### src/rtl/hash_enc_sched.sv
// Per-point level scheduler for a multi-resolution hash encoder.
// It walks NUM_LEVELS levels per point and issues one engine op per level, with a fixed engine latency.
module hash_enc_sched #(
    parameter int DATA_SIZE   = 32,
    parameter int NUM_LEVELS  = 16,
    parameter int ENG_LATENCY = 6,
    parameter int LVL_W       = $clog2(NUM_LEVELS)
) (
    input  logic                   clk,
    input  logic                   rst,
    input  logic                   pt_valid,
    output logic                   pt_ready,
    input  logic [DATA_SIZE-1:0]   pt_x,
    input  logic [DATA_SIZE-1:0]   pt_y,
    input  logic [DATA_SIZE-1:0]   pt_z,
    input  logic                   cfg_we,
    input  logic [LVL_W-1:0]       cfg_level,
    input  logic [DATA_SIZE-1:0]   cfg_res,
    output logic                   cfg_drop,
    output logic                   eng_en,
    output logic [DATA_SIZE-1:0]   eng_x,
    output logic [DATA_SIZE-1:0]   eng_y,
    output logic [DATA_SIZE-1:0]   eng_z,
    output logic [DATA_SIZE-1:0]   eng_res,
    input  logic [8*DATA_SIZE-1:0] eng_hash_idx,
    output logic                   out_valid,
    input  logic                   out_ready,
    output logic [LVL_W-1:0]       out_level,
    output logic [7:0]             out_pt_id,
    output logic                   out_last,
    output logic [8*DATA_SIZE-1:0] out_hash_idx,
    output logic                   busy
);

    localparam int WCW = (ENG_LATENCY > 1) ? $clog2(ENG_LATENCY) : 1;
    localparam logic [LVL_W-1:0] LAST_LVL  = LVL_W'(NUM_LEVELS - 1);
    localparam logic [WCW-1:0]   WAIT_INIT = WCW'(ENG_LATENCY - 1);

    typedef enum logic [1:0] {IDLE, ISSUE, WAIT, OUT} state_t;

    state_t                               state, state_nxt;
    logic [NUM_LEVELS-1:0][DATA_SIZE-1:0] res_tbl;
    logic [LVL_W-1:0]                     level;
    logic [WCW-1:0]                       wait_cnt;
    logic [7:0]                           pt_id;
    logic                                 lvl_last;

    assign lvl_last = (level == LAST_LVL);

    always_comb begin
        state_nxt = state;
        pt_ready  = 1'b0;
        eng_en    = 1'b0;
        out_valid = 1'b0;
        case (state)
            IDLE: begin
                pt_ready = 1'b1;
                if (pt_valid) state_nxt = ISSUE;
            end
            ISSUE: begin
                eng_en    = 1'b1;
                state_nxt = WAIT;
            end
            WAIT: if (wait_cnt == '0) state_nxt = OUT;
            OUT: begin
                out_valid = 1'b1;
                if (out_ready) state_nxt = lvl_last ? IDLE : ISSUE;
            end
            default: state_nxt = IDLE;
        endcase
    end

    assign busy      = (state != IDLE);
    // Table is read directly so a write landing on the accept edge is seen by ISSUE.
    assign eng_res   = busy ? res_tbl[level] : '0;
    assign out_level = level;
    assign out_pt_id = pt_id;
    assign out_last  = out_valid && lvl_last;

    always_ff @(posedge clk or posedge rst) begin
        if (rst) begin
            state        <= IDLE;
            res_tbl      <= '0;
            level        <= '0;
            wait_cnt     <= '0;
            pt_id        <= '0;
            cfg_drop     <= 1'b0;
            eng_x        <= '0;
            eng_y        <= '0;
            eng_z        <= '0;
            out_hash_idx <= '0;
        end else begin
            state    <= state_nxt;
            cfg_drop <= cfg_we && (state != IDLE);
            if (cfg_we && (state == IDLE) && (32'(cfg_level) < NUM_LEVELS))
                res_tbl[cfg_level] <= cfg_res;
            case (state)
                IDLE: if (pt_valid) begin
                    eng_x <= pt_x;
                    eng_y <= pt_y;
                    eng_z <= pt_z;
                    level <= '0;
                end
                ISSUE: wait_cnt <= WAIT_INIT;
                WAIT: begin
                    if (wait_cnt == '0) out_hash_idx <= eng_hash_idx;
                    else                wait_cnt     <= wait_cnt - 1'b1;
                end
                OUT: if (out_ready) begin
                    if (lvl_last) pt_id <= pt_id + 8'd1;
                    else          level <= level + 1'b1;
                end
                default: ;
            endcase
        end
    end

endmodule

### config.mk
export PLATFORM = sky130hd
export DESIGN_NAME = hash_enc_sched
export DESIGN_NICKNAME = d
export VERILOG_FILES = /design/src/rtl/hash_enc_sched.sv
export SDC_FILE = /design/constraint.sdc
export NUM_CORES = 2
export LEC_CHECK = 0
export ABC_AREA = 0
export CORE_AREA = 3 3 309 311
export CTS_CLUSTER_DIAMETER = 120
export DETAILED_ROUTE_END_ITERATION = 7
export DIE_AREA = 0 0 312 314
export HOLD_SLACK_MARGIN = 0.08
export REMOVE_ABC_BUFFERS = 1
export SYNTH_ARGS = -nofsm -noshare
export SYNTH_HDL_FRONTEND = slang
export SYNTH_SLANG_ARGS = --single-unit
### constraint.sdc
create_clock -name clk -period 49.1 [get_ports clk]
set_input_delay 14.73 -clock clk [delete_from_list [all_inputs] [get_ports clk]]
set_output_delay 14.73 -clock clk [all_outputs]
set_load 0.01 [all_outputs]
; ---- After elaboration in Yosys (flattened, before gate mapping)
; Cells that the tools add are included.
[classes]
n_eq_ne = 9
add_sub_neg = 3
n_reduce_logical = 15
n_mux = 20
n_lt_le_gt_ge = 3
[ops]
columns = op, n
row1 = bitwise mux 512 bit, 1
row2 = binary-select mux 32 bit (select 4 bit), 1
row3 = demux 32 bit (select 4 bit), 1
row4 = two-way mux 32 bit, 3
row5 = two-way mux 4 bit, 3
row6 = "less-than comparator 4 x 5 -> 1 bit, second input constant", 2
row7 = "!= test 2 bit, second input constant", 5
row8 = "adder 8 x 1 -> 8 bit, second input constant", 1
row9 = case mux 2 bit (4 select lines), 1
row10 = case mux 4 bit (2 select lines), 1
row11 = two-way mux 2 bit, 3
row12 = case mux 3 bit (2 select lines), 1
row13 = AND reduction 2 bit, 3
row14 = AND reduction 3 bit, 2
row15 = nonzero test 2 bit, 3
row16 = "adder 4 x 1 -> 4 bit, second input constant", 1
row17 = "== test 2 bit, second input constant", 2
row18 = "== test 4 bit, second input constant", 1
row19 = ">= comparator 4 x 1 -> 1 bit, second input constant", 1
row20 = logical AND 1 bit, 4
row21 = two-way mux 1 bit, 4
row22 = AND reduction 4 bit, 1
row23 = logical NOT 3 bit, 1
row24 = two-way mux 3 bit, 1
row25 = 3 further kinds, 3
[word_totals]
register_bits = 882
out_inout_bits = 402
input_bits = 393
wordCells = 75

; ---- Longest topological paths before layout
[depth]
word_depth = 5
mapped_depth = 9
ltp_nobuf = 6

; ---- Least setup slack after synthesis
; Ideal clock, no wire load.
[synth_timing]
kind = register to output
startpoint = register state[0]
endpoint = output port eng_res[10]
slack_ns = 32.491
t_required_ns = 34.370
arrival_time_ns = 1.879
path_buffers = 3
stages_incl_launch_ff = 10
cell_sequence = dfrtp_1 -> inv_1 -> ha_1 -> buf_4 -> or2_2 -> clkbuf_1 -> clkbuf_1 -> a221oi_1 -> o21ai_0 -> o21ai_0
[synth_between]
elab_chain_len = 2
[synth_rtl]
columns = element, line
row1 = "start, declared", 41  ; state_t state, state_nxt;
row2 = "start signal, assigned", 93  ; state <= state_nxt;
row3 = nonzero test 2 bit, 73  ; assign busy = (state != IDLE);
row4 = two-way mux 32 bit, 75  ; assign eng_res = busy ? res_tbl[level] : '0;
row5 = "end, declared", 24  ; output logic [DATA_SIZE-1:0] eng_res,
; No other way between the ends.

; ---- Final worst setup path
[layout_timing]
startpoint = register level[1], in the netlist out_level[1]
endpoint = output port eng_res[2]
[layout_between]
elab_chain_len = 3
[layout_rtl]
columns = element, line
row1 = "start, declared", 43  ; logic [LVL_W-1:0] level;
row2 = "start signal, assigned", 111  ; else level <= level + 1'b1;
row3 = binary-select mux 32 bit (select 4 bit), 75
row4 = two-way mux 32 bit (implied by the code), 75
row5 = two-way mux 32 bit, 75
; No other way between the ends. The select of a mux whose other input is x is not followed.

==> flow_metrics.py <==
metrics = {
    "pwr": {
        "ir_drop_mv": 0.0395,
        "power.density_nw_per_um2": 67.2,
        "leakage_nw": 21.4,
    },
    "synth": {
        "synth-seq-area-share_pct": 59.5,
        "ys_types": 42,
        "synth-edff-count": 0,
        "ys_top_cells_by_area": "dfrtp_1, mux2_2, mux4_2, mux2i_1, buf_2",
        "synth_top_area_share_pct": 59.5,
        "synth_area_um2": 37100,
        "yosys_warnings": 0,
        "async_flop_share_pct": 100,
        "ys_ff_latch": 882,
        "synthCells": 2314,
        "syn_area_per_cell_um2": 16.0,
        "synth_top_cell_by_area": "dfrtp_1",
        "dominantRegCellSynth": "dfrtp_1",
    },
    "clock_network": {
        "clk_path_buf_depth": 3,
        "cts_tree": "done",
        "cts_sinks": 882,
        "cts_buffers": 99,
        "root_buffer": "clkbuf_16",
        "htreeDepth": 3,
        "ctsResizeCount": 0,
        "post_cts_buffers": 0,
        "ctsHoldBuffers": 0,
        "path_clk_slew_ns": 0.06,
        "clock_latency_ns": 0.67,
    },
    "cells_and_area": {
        "final_cell_mix": "dfrtp_1, mux2_2, clkdlybuf4s50_1",
        "final_cells": 4418,
        "drive_above_1_share_pct": 37.0,
        "layout_commonest_cell": "dfrtp_1",
        "area_delta_synth_final_pct": 34.0,
        "nNetsFinal": 3468,
    },
    "grt": {
        "antenna_found_initial": 27,
        "grt_max_degree": 184,
        "grt_pass1_wl_um": 209000,
        "grt_remaining_overflow": 0,
        "grt_util_all_layers_pct": 30.5,
        "grt_pass1_vias": 25200,
    },
    "status": {
        "status": "finished, final reports clean",
    },
    "route": {
        "drt-total-wl_um": 151000,
        "vias": 24000,
        "drt-vias-per-instance": 5.43,
        "drtAntennaViolNets": 0,
        "routedWlPerCell_um": 34.3,
        "firstDrtPassIters": 5,
        "drc_errors": 0,
        "drtIter0Drc": 1825,
    },
    "timing": {
        "final_max_slew_viol_count": 0,
        "tightest_slew_ns": 1.09,
        "timing.final.ws_setup_ns": 29.33,
        "hold_violations": 0,
        "layout_min_cycle_time_ns": 19.77,
        "slew-limit-headroom_pct": 27.4,
        "rsz0062_at_grt": "false",
        "fmax_mhz": 50.6,
        "fin_crit_sh_pct": 40.3,
        "timing.setup.tns_ns": 0,
        "report.final.setup_viol": 0,
        "fin_skew_ns": 0.0140,
    },
    "critical_path": {
        "timing.rr.start": "state[0]",
        "path_delay_family": "buffers and inverters",
        "rr_worst_depth": 7,
        "critPathSlowestCell": "buf_4",
        "rr_endpoint": "out_hash_idx[183]",
        "cp_slowest_stage_delay_ns": 0.87,
        "crit_path_end_kind": "primary output",
        "critPathKind": "reg -> out",
        "critical_path_arrival_ns": 5.04,
        "crit_chain": "buf_4, buf_4, nor2b_4, buf_4, a221oi_1, o21ai_0, o21ai_0, clkdlybuf4s50_1",
        "cp_num_buf_inv": 4,
        "cp.required_ns": 34.37,
        "cp_max_fo": 53,
        "startpoint_type": "flop",
        "r2r_setup_slack_ns": 45.23,
        "crit_top_cell": "buf_4",
    },
    "place": {
        "port_buffers": 794,
        "routabilityCongestion": 1.00,
        "hpwlAfterDp_um": 113000,
        "place_inst": 4219,
        "pre_cts_slack_ns": 29.96,
    },
    "floorplanning": {
        "die_w_um": 312,
        "dieArea_um2": 98000,
        "dieHeight_um": 314,
        "start_util_pct": 39.9,
        "coreArea_um2": 93000,
        "fp-row-count": 112,
        "io_pins": 795,
    },
    "min_path": {
        "holdPathStages": 1,
        "min-delay-start": "res_tbl[385]",
        "hold_class": "reg -> reg",
        "holdPathEnd": "res_tbl[385]",
    },
    "flow_run": {
        "max-cap-violations": 0,
    },
}
-- state kept, by name (all words and copies together), names as in the netlist --
name	cells
out_level	4
res_tbl	512
cfg_drop	1
eng_x	32
out_pt_id	8
out_hash_idx	256
state	2
eng_z	32
wait_cnt	3
eng_y	32
-- Yosys cell counts, types with 2 or more instances --
master and count:
a21oi_1 2, a221oi_1 32, buf_1 11, buf_2 97
buf_4 4, buf_6 3, clkbuf_1 61, dfrtp_1 882
ha_1 9, inv_1 10, mux2_1 24, mux2_2 811
mux2_4 30, mux2i_1 97, mux4_2 96, nand2_1 13
nand2b_1 5, nand4_1 5, nand4b_1 2, nor2_1 14
nor2b_1 3, nor3_1 2, o21ai_0 72, o31ai_1 4
or3_1 3, xnor2_1 6
-- through the flow --
step	power [mW]	utilization, %	instance area (µm²)	hold WS (ns)
floorplan	1.87	-	36300	0.453
global placement	2.53	49.7	46200	0.466
detailed placement	2.57	49.7	46200	0.478
CTS	3.37	53.4	49700	0.490
global route	3.48	53.4	49700	0.494
finish	3.34	53.4	49700	0.492
-- worst max-delay path by stage --
stage / from / slack [ns] / end / cells past startpoint
floorplan: rst / 9.58 / cfg_drop / 1
detailed placement: out_level[1] / 29.96 / eng_res[2] / 8
global placement: out_level[1] / 30.08 / eng_res[21] / 8
CTS: out_level[1] / 29.22 / eng_res[2] / 8
finish: out_level[1] / 29.33 / eng_res[2] / 8
global route: out_level[1] / 29.06 / eng_res[10] / 8
-- cell type report --
type                       instances  area [µm²]
antenna                           14        35.0
clock buffer                     142        2880
clock inverter                    43         584
fill                            7669       43300
inverter                          10        45.0
multi-input combinational       1246       14300
sequential                       882       22100
tap                             1254        1570
timing repair buffer             827        8220
-- logic make-up after synthesis --
logic type | synth area share [%]
muxes | 35.0
adders and majority gates | 0.303
xor gates and xnor gates | 0.165
and+or+nand+nor | 0.796
DFF | 59.5
buffers and inverters | 2.31
AOI/OAI and AO/OA | 1.97
-- layer usage --
metal / part of all wire (%) / track usage (%)
met3: 6.6 / 8.33
met2: 49 / 51.0
met5: 0.052 / 0
met1: 42 / 39.7
met4: 2.6 / 7.10
-- report_power, final --
group	switching, mW	leakage, nW	internal, mW
logic	0.566	8.58	0.697
registers	0.226	11.1	1.07
clock network	0.312	1.70	0.472
total	1.10	21.4	2.24
Note: power is estimated with default switching activity, not from simulation.
